--- config.mk ---
export PLATFORM = sky130hd
export DESIGN_NAME = scan_piso_tx
export DESIGN_NICKNAME = d
export VERILOG_FILES = /design/src/rtl/scan_piso_tx.sv
export SDC_FILE = /design/constraint.sdc
export NUM_CORES = 1
export LEC_CHECK = 0
export CAP_MARGIN = 10
export CELL_PAD_IN_SITES_DETAIL_PLACEMENT = 0
export CELL_PAD_IN_SITES_GLOBAL_PLACEMENT = 1
export CORE_MARGIN = 1
export CORE_UTILIZATION = 25
export DETAILED_ROUTE_END_ITERATION = 16
export HOLD_SLACK_MARGIN = 0.03
export MAX_ROUTING_LAYER = met4
export PLACE_DENSITY = 0.67
export SLEW_MARGIN = 15
export SYNTH_ARGS = -nofsm -noshare
export SYNTH_HDL_FRONTEND = slang
export SYNTH_SLANG_ARGS = --single-unit
--- constraint.sdc ---
create_clock -name i_clk -period 1.9 [get_ports i_clk]
set_clock_uncertainty 0.05 [all_clocks]
set_input_delay 0.285 -clock i_clk [delete_from_list [all_inputs] [get_ports i_clk]]
set_output_delay 0.285 -clock i_clk [all_outputs]
set_load 0.05 [all_outputs]
--- src/rtl/scan_piso_tx.sv ---
// scan_piso_tx: parallel-in/serial-out transmitter for the scan encryption link.
// Accepts one DATA_W-bit word over valid/ready and shifts it out MSB-first,
// one bit per shift_en cycle. Bit order matches the 128-bit SIPO capture block.
// Optional feature: define SCAN_PISO_PARITY_EN to append an even-parity bit
// after the LSB (frame becomes DATA_W+1 bits).
module scan_piso_tx #(
    parameter int DATA_W = 128
) (
    input  logic              i_clk,
    input  logic              i_reset,
    input  logic [DATA_W-1:0] i_data_in,
    input  logic              i_data_valid,
    output logic              o_data_ready,
    input  logic              i_shift_en,
    input  logic              i_abort,
    output logic              o_serial_out,
    output logic              o_serial_valid,
    output logic              o_busy,
    output logic              o_done
);

    localparam int CNT_W = $clog2(DATA_W);
    localparam logic [CNT_W-1:0] LAST_CNT = CNT_W'(DATA_W - 1);

`ifdef SCAN_PISO_PARITY_EN
    typedef enum logic [1:0] {
        ST_IDLE   = 2'd0,
        ST_SHIFT  = 2'd1,
        ST_PARITY = 2'd2,
        ST_DONE   = 2'd3
    } state_t;
`else
    typedef enum logic [1:0] {
        ST_IDLE   = 2'd0,
        ST_SHIFT  = 2'd1,
        ST_DONE   = 2'd3
    } state_t;
`endif

    state_t             r_state;
    state_t             w_state_nxt;
    logic [DATA_W-1:0]  r_shreg;
    logic [CNT_W-1:0]   r_bit_cnt;
    logic               w_load;
    logic               w_shift;
    logic               w_clear;
    logic               w_last_bit;

`ifdef SCAN_PISO_PARITY_EN
    logic               r_parity;

    // Even parity over the whole word; the parity bit makes the frame's 1-count even.
    function automatic logic even_parity(input logic [DATA_W-1:0] word);
        even_parity = ^word;
    endfunction
`endif

    assign w_last_bit = (r_bit_cnt == LAST_CNT);

    // State register.
    always_ff @(posedge i_clk) begin
        if (i_reset) begin
            r_state <= ST_IDLE;
        end else begin
            r_state <= w_state_nxt;
        end
    end

    // Next-state logic and datapath control strobes; abort outranks shift_en.
    always_comb begin
        w_state_nxt = r_state;
        w_load      = 1'b0;
        w_shift     = 1'b0;
        w_clear     = 1'b0;
        case (r_state)
            ST_IDLE: begin
                if (i_data_valid) begin
                    w_load      = 1'b1;
                    w_state_nxt = ST_SHIFT;
                end else begin
                    w_state_nxt = ST_IDLE;
                end
            end
            ST_SHIFT: begin
                if (i_abort) begin
                    w_clear     = 1'b1;
                    w_state_nxt = ST_IDLE;
                end else if (i_shift_en) begin
                    w_shift = 1'b1;
                    if (w_last_bit) begin
`ifdef SCAN_PISO_PARITY_EN
                        w_state_nxt = ST_PARITY;
`else
                        w_state_nxt = ST_DONE;
`endif
                    end else begin
                        w_state_nxt = ST_SHIFT;
                    end
                end else begin
                    w_state_nxt = ST_SHIFT;
                end
            end
`ifdef SCAN_PISO_PARITY_EN
            ST_PARITY: begin
                if (i_abort) begin
                    w_clear     = 1'b1;
                    w_state_nxt = ST_IDLE;
                end else if (i_shift_en) begin
                    w_state_nxt = ST_DONE;
                end else begin
                    w_state_nxt = ST_PARITY;
                end
            end
`endif
            ST_DONE: begin
                w_state_nxt = ST_IDLE;
            end
            default: begin
                w_state_nxt = ST_IDLE;
            end
        endcase
    end

    // Shift register and bit counter; the counter parks on the last index rather than wrapping.
    always_ff @(posedge i_clk) begin
        if (i_reset) begin
            r_shreg   <= '0;
            r_bit_cnt <= '0;
        end else if (w_load) begin
            r_shreg   <= i_data_in;
            r_bit_cnt <= '0;
        end else if (w_clear) begin
            r_shreg   <= '0;
            r_bit_cnt <= '0;
        end else if (w_shift) begin
            r_shreg <= {r_shreg[DATA_W-2:0], 1'b0};
            if (!w_last_bit) begin
                r_bit_cnt <= r_bit_cnt + CNT_W'(1);
            end else begin
                r_bit_cnt <= r_bit_cnt;
            end
        end else begin
            r_shreg   <= r_shreg;
            r_bit_cnt <= r_bit_cnt;
        end
    end

`ifdef SCAN_PISO_PARITY_EN
    // Parity bit captured with the word at the accept edge.
    always_ff @(posedge i_clk) begin
        if (i_reset) begin
            r_parity <= 1'b0;
        end else if (w_load) begin
            r_parity <= even_parity(i_data_in);
        end else begin
            r_parity <= r_parity;
        end
    end
`endif

    // Output decode straight from registered state; serial_out is forced low outside a frame.
    always_comb begin
        o_data_ready   = 1'b0;
        o_serial_out   = 1'b0;
        o_serial_valid = 1'b0;
        o_busy         = 1'b0;
        o_done         = 1'b0;
        case (r_state)
            ST_IDLE: begin
                o_data_ready = 1'b1;
            end
            ST_SHIFT: begin
                o_serial_out   = r_shreg[DATA_W-1];
                o_serial_valid = 1'b1;
                o_busy         = 1'b1;
            end
`ifdef SCAN_PISO_PARITY_EN
            ST_PARITY: begin
                o_serial_out   = r_parity;
                o_serial_valid = 1'b1;
                o_busy         = 1'b1;
            end
`endif
            ST_DONE: begin
                o_done = 1'b1;
            end
            default: begin
                o_data_ready = 1'b0;
            end
        endcase
    end

endmodule
**Yosys cells after proc, flatten, opt, wreduce, memory -nomap -nowiden**

Cells that the tools add are included.

- Add/sub/neg operators: 1
- Reduce and logical (&&, ||, !) cells: 4
- Divide/modulo/power cells: 0
- Muxes and demuxes: 19
- Bitwise gates (word level): 1
- Eq/ne operators: 3
- Multipliers: 0
- Shifts and indexed selects: 0
- Order comparisons: 0

Operators with widths:

| operator | count |
|---|---|
| $mux W128 | 3 |
| $mux W1 | 12 |
| $add A7 B1 Y7 const B | 1 |
| $eq A7 B7 Y1 const B | 1 |
| $mux W2 | 3 |
| $pmux W2 S2 | 1 |
| $reduce_bool A3 Y1 | 1 |
| $reduce_or A3 Y1 | 1 |
| $eq A2 B1 Y1 const B | 1 |
| $eq A2 B2 Y1 const B | 1 |
| $logic_not A2 Y1 | 1 |
| $reduce_and A2 Y1 | 1 |
| $not A1 Y1 | 1 |

- Output and inout bits: 5
- Register bits after elaboration: 137
- Memories: 0
- Input bits: 133
- Logic and storage cells: 31
- Latch bits: 0
- ROM bits: 0
- Bits in writable memories: 0

**Logic depth before layout (Yosys ltp)**

Gate-level depths: netlist (run 1).

- Depth after elaboration: 6
- Mapped depth: 8
- Gate-level depth less buffers: 5

**Least setup slack after synthesis (run 1)**

No wires, ideal clock.

- Path type: register to output
- Start: register r_state[0]
- End: output o_serial_out
- Setup slack: 31 ps
- Required time: 1,565 ps
- Cell stages (with the launch flop): 5
- Arrival time: 1,534 ps
- Buffers on the path: 2
- Path through: dfxtp_1 > buf_4 > clkbuf_1 > and2b_2 > and2_1

- Longest elaborated chain between the ends: 2

RTL lines:

| what | line | source |
|---|---|---|
| from (decl) | 40 | `state_t r_state;` |
| from (signal assigned) | 65 | `r_state <= w_state_nxt;` |
| $eq A2 B1 Y1 | 168 | `case (r_state)` |
| $mux W1 | 168 |  |
| to (decl) | 16 | `output logic o_serial_out,` |

Every way passes these cells.

**Worst setup path in the final report (run 1)**

- Start: register r_state[1]
- End: output o_serial_out

The elaborated chain is that of the path after synthesis.

==> results.tsv, run 1 <==
metric	value	unit
synth_cell_types	37	
cp.required	1.56	ns
crit_fanout	9	
r2r_cells	6	
die_h	176	µm
clkLatencyLatePin	0.42	ns
final_nets	1149	
timing_worst_setup_path_type	reg2out	
hold_class	in2reg	
routed_via_density	4.87	
wl_per_cell	15.3	µm
pin_count	138	
n_antenna_cell	0	
finalMaxSlewViolations	0	
synthCells	919	
clock_sinks	137	
cts_made_buffers	17	
crit_family	flip-flops	
synth_flop_cell	dfxtp_1	
rr_startpoint	r_state[0]	
port_buffers	137	
syn2layout_area_growth	33.8	%
setup_ws	0.0994	ns
ant_nets	0	
hold_viol	0	
total_power	8.45	mW
grt_max_degree	67	
start_kind	flip-flop	
r2r-end	r_shreg[31]	
grt_overflow	0	
maxUsedRoutingLayer	met4	
dr.pass1.iters	4	
wl_met2	10.1	mm
min_period	1.80	ns
synth_seq_cells	137	
finalNonFillerCells	1418	
drt_first_iter_violations	451	
path_cells	and2b_2 > and2_1 > buf_12	
synth_fp_nets	1053	
holdCritStartpoint	i_reset	
yosysSeqAreaShare	0.363	
path_clk_slew	0.06	ns
max_freq	555	MHz
postSynth.asyncResetShare	0	
pre_cts_slack	-0.127	ns
drc	0	
fin_crit_sh	0.948	
layout_commonest_cell	nor2_1	
die-area	30900	µm²
slowest_delay	0.45	ns
relSlewSlack	0.519	
wl_met3	804	µm
peakVddDrop	0.000505	V
reg2reg_slack	0.22	ns
antenna_found_initial	0	
worst_hold_path.endpoint	r_state[0]	
placed_cells	1386	
cts_tree	yes	
avgSynthCellArea	8.22	µm²
crit_slowest_cell	dfxtp_2	
final-setup-viol-count	0	
die_width	176	µm
power_density	836	nW/µm²
track_usage	0.148	
vias	6909	
post_cts_buffers	0	
rsz0062_at_grt	false	
grt_pass1_vias	6775	
cap_violations	0	
grt_pass1_wl	35.7	mm
hold_depth	2	
syn_area	7560	µm²
final_cell_mix	138 x nor2_1, 135 x dfxtp_1, 130 x clkdlybuf4s50_1, 129 x a21oi_1, 127 x nor2b_1	
post-route-cell-area	10100	µm²
fill_cells	3045	
final_core_util	0.340	
cts.root.buffer_cell	clkbuf_16	
placed_area	9530	µm²
place_congestion	0.742	
worst_setup_path_end_kind	output pin	
synth_edf_count	0	
critPathArrivalTime	1.47	ns
wl_met1	10.6	mm
h-tree-depth	4	
finalWirelength	21.7	mm
outcome	completed	
drive_gt1_frac	0.0992	
cts_buffer_depth	2	
path_buf_inv	1	
p_leak	3.73	nW
worstMarginPinSlew	0.722	ns
start_util	0.254	
dp_hpwl	13.6	mm
yosysWarnings	0	
rows	63	
core_area	29700	µm²
-- worst max path at each step --
stage | start | endpoint | slack, ns | cells past startpoint
floorplan | r_state[0] | o_serial_out | 0.03 | 4
CTS | r_state[1] | o_serial_out | 0.07 | 3
detailed placement | i_abort | r_shreg[76] | -0.13 | 7
global route | r_state[1] | o_serial_out | 0.05 | 3
global placement | i_abort | r_shreg[121] | -0.1 | 7
finish | r_state[1] | o_serial_out | 0.1 | 3
-- layout make-up --
class                      instances  area (µm²)  area share
timing repair buffer             178        1940       0.192
inverter                           1        3.75    0.000371
sequential                       137        2750       0.272
clock inverter                    14         148      0.0146
clock buffer                      18         429      0.0424
tap                              390         488      0.0483
multi-input combinational        680        4360       0.431
-- cell families after synthesis --
logic type      Yosys count  share of synthesized area
fa+ha+maj                 1                    0.00166
xor+xnor                  4                    0.00464
simple gates            284                      0.192
flops                   137                      0.363
mux                       2                    0.00265
compound gates          389                      0.373
buf+inv                 102                     0.0629
-- registers in the layout, summed over array words and instances, names as in the netlist --
register and flops:
r_bit_cnt 7, r_state 2, r_shreg 128
-- timing repair --
| item | CTS | global route |
|---|---|---|
| hold buffers | 0 | 0 |
| endpoints found under the setup margin | 3 | 0 |
| gates resized for setup | 1 | 0 |
-- routing by layer --
layer,global-route usage,up-vias
li1,-,3576
met1,0.193,3199
met2,0.234,128
met3,0.0281,6
met4,0.0366,0
met5,-,-
-- cells in the mapped netlist (2+ instances only) --
| library cell | instances | area share |
|---|---|---|
| and3_1 | 2 | 0.0017 |
| mux2i_1 | 2 | 0.0026 |
| nor2b_1 | 128 | 0.11 |
| a211oi_2 | 10 | 0.017 |
| a211oi_1 | 116 | 0.12 |
| o211ai_1 | 3 | 0.0030 |
| dfxtp_1 | 137 | 0.36 |
| xor2_1 | 4 | 0.0046 |
| nand2_1 | 2 | 0.00099 |
| buf_4 | 10 | 0.0099 |
| nand3_1 | 2 | 0.0013 |
| clkbuf_1 | 51 | 0.025 |
| buf_2 | 38 | 0.025 |
| a2bb2oi_1 | 126 | 0.15 |
| a21oi_1 | 129 | 0.085 |
| nor2_1 | 138 | 0.069 |
-- through the flow --
stage	TNS, ns	hold slack (ns)
2_1_floorplan	0	0.396
3_3_place_gp	-7.20	0.419
3_5_place_dp	-10.03	0.448
4_1_cts	0	0.0500
5_1_grt	0	0.0656
6_report	0	0.0731
-- power by group --
| group | internal (mW) | switching (mW) |
|---|---|---|
| sequential | 3.14 | 0.185 |
| combinational | 0.996 | 0.821 |
| clock | 1.94 | 1.37 |
| total | 6.07 | 2.38 |
Power figures use the tool's default switching activity.
==> inputs of run 2 (changes only) <==
--- a/config.mk
+++ b/config.mk
@@ -14,6 +14,7 @@
 export HOLD_SLACK_MARGIN = 0.03
 export MAX_ROUTING_LAYER = met4
 export PLACE_DENSITY = 0.67
+export SKIP_CTS_REPAIR_TIMING = 1
 export SLEW_MARGIN = 15
 export SYNTH_ARGS = -nofsm -noshare
 export SYNTH_HDL_FRONTEND = slang
==> results of run 2 <==
No change in the layout: final DEF, timing and power equal those of run 1.
==> inputs of run 3 (changes only) <==
--- a/config.mk
+++ b/config.mk
@@ -10,6 +10,7 @@
 export CELL_PAD_IN_SITES_GLOBAL_PLACEMENT = 1
 export CORE_MARGIN = 1
 export CORE_UTILIZATION = 25
+export CTS_BUF_LIST = sky130_fd_sc_hd__clkbuf_2 sky130_fd_sc_hd__clkbuf_4 sky130_fd_sc_hd__clkbuf_8
 export DETAILED_ROUTE_END_ITERATION = 16
 export HOLD_SLACK_MARGIN = 0.03
 export MAX_ROUTING_LAYER = met4
==> constraint.sdc (replaced) <==
create_clock -name i_clk -period 1.9 [get_ports i_clk]
set_clock_uncertainty 0.05 [all_clocks]
set_input_delay 0.38 -clock i_clk [delete_from_list [all_inputs] [get_ports i_clk]]
set_output_delay 0.38 -clock i_clk [all_outputs]
set_load 0.05 [all_outputs]
==> run 3 against run 2 <==
  * Setup slack got worse by 0.016 ns
  * Via count is 0.48% higher
  * Combinational power barely moved
  * Total power is 7.0% lower
  * Sequential share of layout area about the same
  * Non-clock buffer count up 12
  * Utilization rose by 0.063 points
  * Routed wire length is 0.66% higher
  * Highest routed layer unchanged
==> results.tsv, run 3 (synthesis gave the netlist of run 1 again) <==
metric	value	unit	change
relSlewSlack	0.761		+0.243
critPathArrivalTime	1.39	ns	-0.08 ns
final-setup-viol-count	0		unchanged
routed_via_density	4.86		-0.30%
pre_cts_slack	-0.177	ns	-0.0492 ns
drc	0		unchanged
die_h	176	µm	unchanged
cts_tree	yes		
crit_fanout	30		+21
finalMaxSlewViolations	0		unchanged
grt_max_degree	71		+6.0%
hold_viol	0		unchanged
vias	6942		+0.48%
reg_top3	r_shreg (128), r_bit_cnt (7), r_state (2)		
total_power	7.86	mW	-7.0%
peakVddDrop	0.000330	V	-35%
worst_setup_path_end_kind	output pin		
cap_violations	0		unchanged
path_clk_slew	0.08	ns	+0.02 ns
n_antenna_cell	0		unchanged
final_nets	1161		+1.0%
worstMarginPinSlew	0.358	ns	-0.364 ns
final_cell_mix	137 x nor2_1, 135 x dfxtp_1, 130 x clkdlybuf4s50_1, 129 x a21oi_1, 127 x nor2b_1		
place_congestion	0.737		-0.71%
start_util	0.254		unchanged
post-route-cell-area	10100	µm²	+0.19%
antenna_found_initial	0		unchanged
grt_overflow	0		unchanged
cts_made_buffers	17		unchanged
track_usage	0.145		-0.00338
pin_count	138		unchanged
max_freq	551	MHz	-0.86%
min_period	1.82	ns	+0.0155 ns
crit_start	r_state[0]		
rr_startpoint	r_state[1]		
ant_nets	0		unchanged
start_kind	flip-flop		
drive_gt1_frac	0.112		+0.0124
p_leak	3.77	nW	+1.1%
timing_worst_setup_path_type	reg2out		
outcome	completed		
fin_crit_sh	0.956		+0.00818
wl_per_cell	15.3	µm	-0.11%
die_width	176	µm	unchanged
hold_depth	2		unchanged
placed_area	9580	µm²	+0.51%
port_buffers	137		unchanged
cts_buffer_depth	2		unchanged
largest_reg_flops	128		unchanged
dp_hpwl	13.3	mm	-2.3%
fill_cells	3072		+0.89%
dr.pass1.iters	4		unchanged
grt_pass1_vias	6487		-4.3%
clock_sinks	137		unchanged
core_area	29700	µm²	unchanged
holdCritStartpoint	i_reset		
h-tree-depth	4		unchanged
die-area	30900	µm²	unchanged
rows	63		unchanged
clkLatencyLatePin	0.43	ns	about the same
grt_pass1_wl	34.9	mm	-2.3%
hold_class	in2reg		
finalWirelength	21.8	mm	+0.66%
syn2layout_area_growth	34.1	%	
layout_commonest_cell	nor2_1		
drt_first_iter_violations	461		+2.2%
cp.required	1.47	ns	-0.09 ns
setup_ws	0.0838	ns	-0.0155 ns
r2r_cells	7		+1
top_register	r_shreg		
power_density	776	nW/µm²	-7.2%
cts.root.buffer_cell	clkbuf_8		
run 3: through the flow:
step                      hold WS [ns]   util  setup TNS (ns)  std cells
after floorplan                  0.401      -               0        919
after global placement           0.430  0.322          -13.30       1387
after detailed placement         0.434  0.322          -16.99       1387
after CTS                        0.232  0.337          -0.652       1418
after global routing             0.243  0.341        -0.00232       1429
final                            0.267  0.341               0       1429
run 3: path summary, 6_finish.rpt:
path                                      to  slack (ns)
worst max register to register   r_shreg[82]        0.24
worst max-delay path                  o_done        0.08
worst min register to register  r_bit_cnt[5]        0.45
worst min-delay path              r_shreg[0]        0.27
run 3: critical path: stages (launching register included):
cell,delay [ns]
dfxtp_4,0.42
buf_16,0.20
and2_2,0.19
buf_12,0.13
run 3: final cells by class:
| type | count | area (µm²) | share of cell area |
|---|---|---|---|
| clock inverters | 12 | 174 | 0.0172 |
| flip-flops and latches | 137 | 2750 | 0.271 |
| repair buffers | 190 | 2090 | 0.206 |
| well taps | 390 | 488 | 0.0482 |
| multi-input cells | 680 | 4360 | 0.431 |
| inverters | 1 | 3.75 | 0.000371 |
| clock buffers | 19 | 262 | 0.0258 |
run 3: per-layer routing:
metal | wire length [µm] | global-route usage
met4 | 207 | 0.0341
met2 | 9940 | 0.221
met1 | 10900 | 0.196
met3 | 704 | 0.0262
met5 | 0 | -
run 3: where the power goes:
| group | internal (mW) | total, mW | switching (mW) |
|---|---|---|---|
| Combinational | 1.02 | 1.85 | 0.831 |
| Sequential | 3.13 | 3.32 | 0.190 |
| Clock | 1.49 | 2.68 | 1.19 |
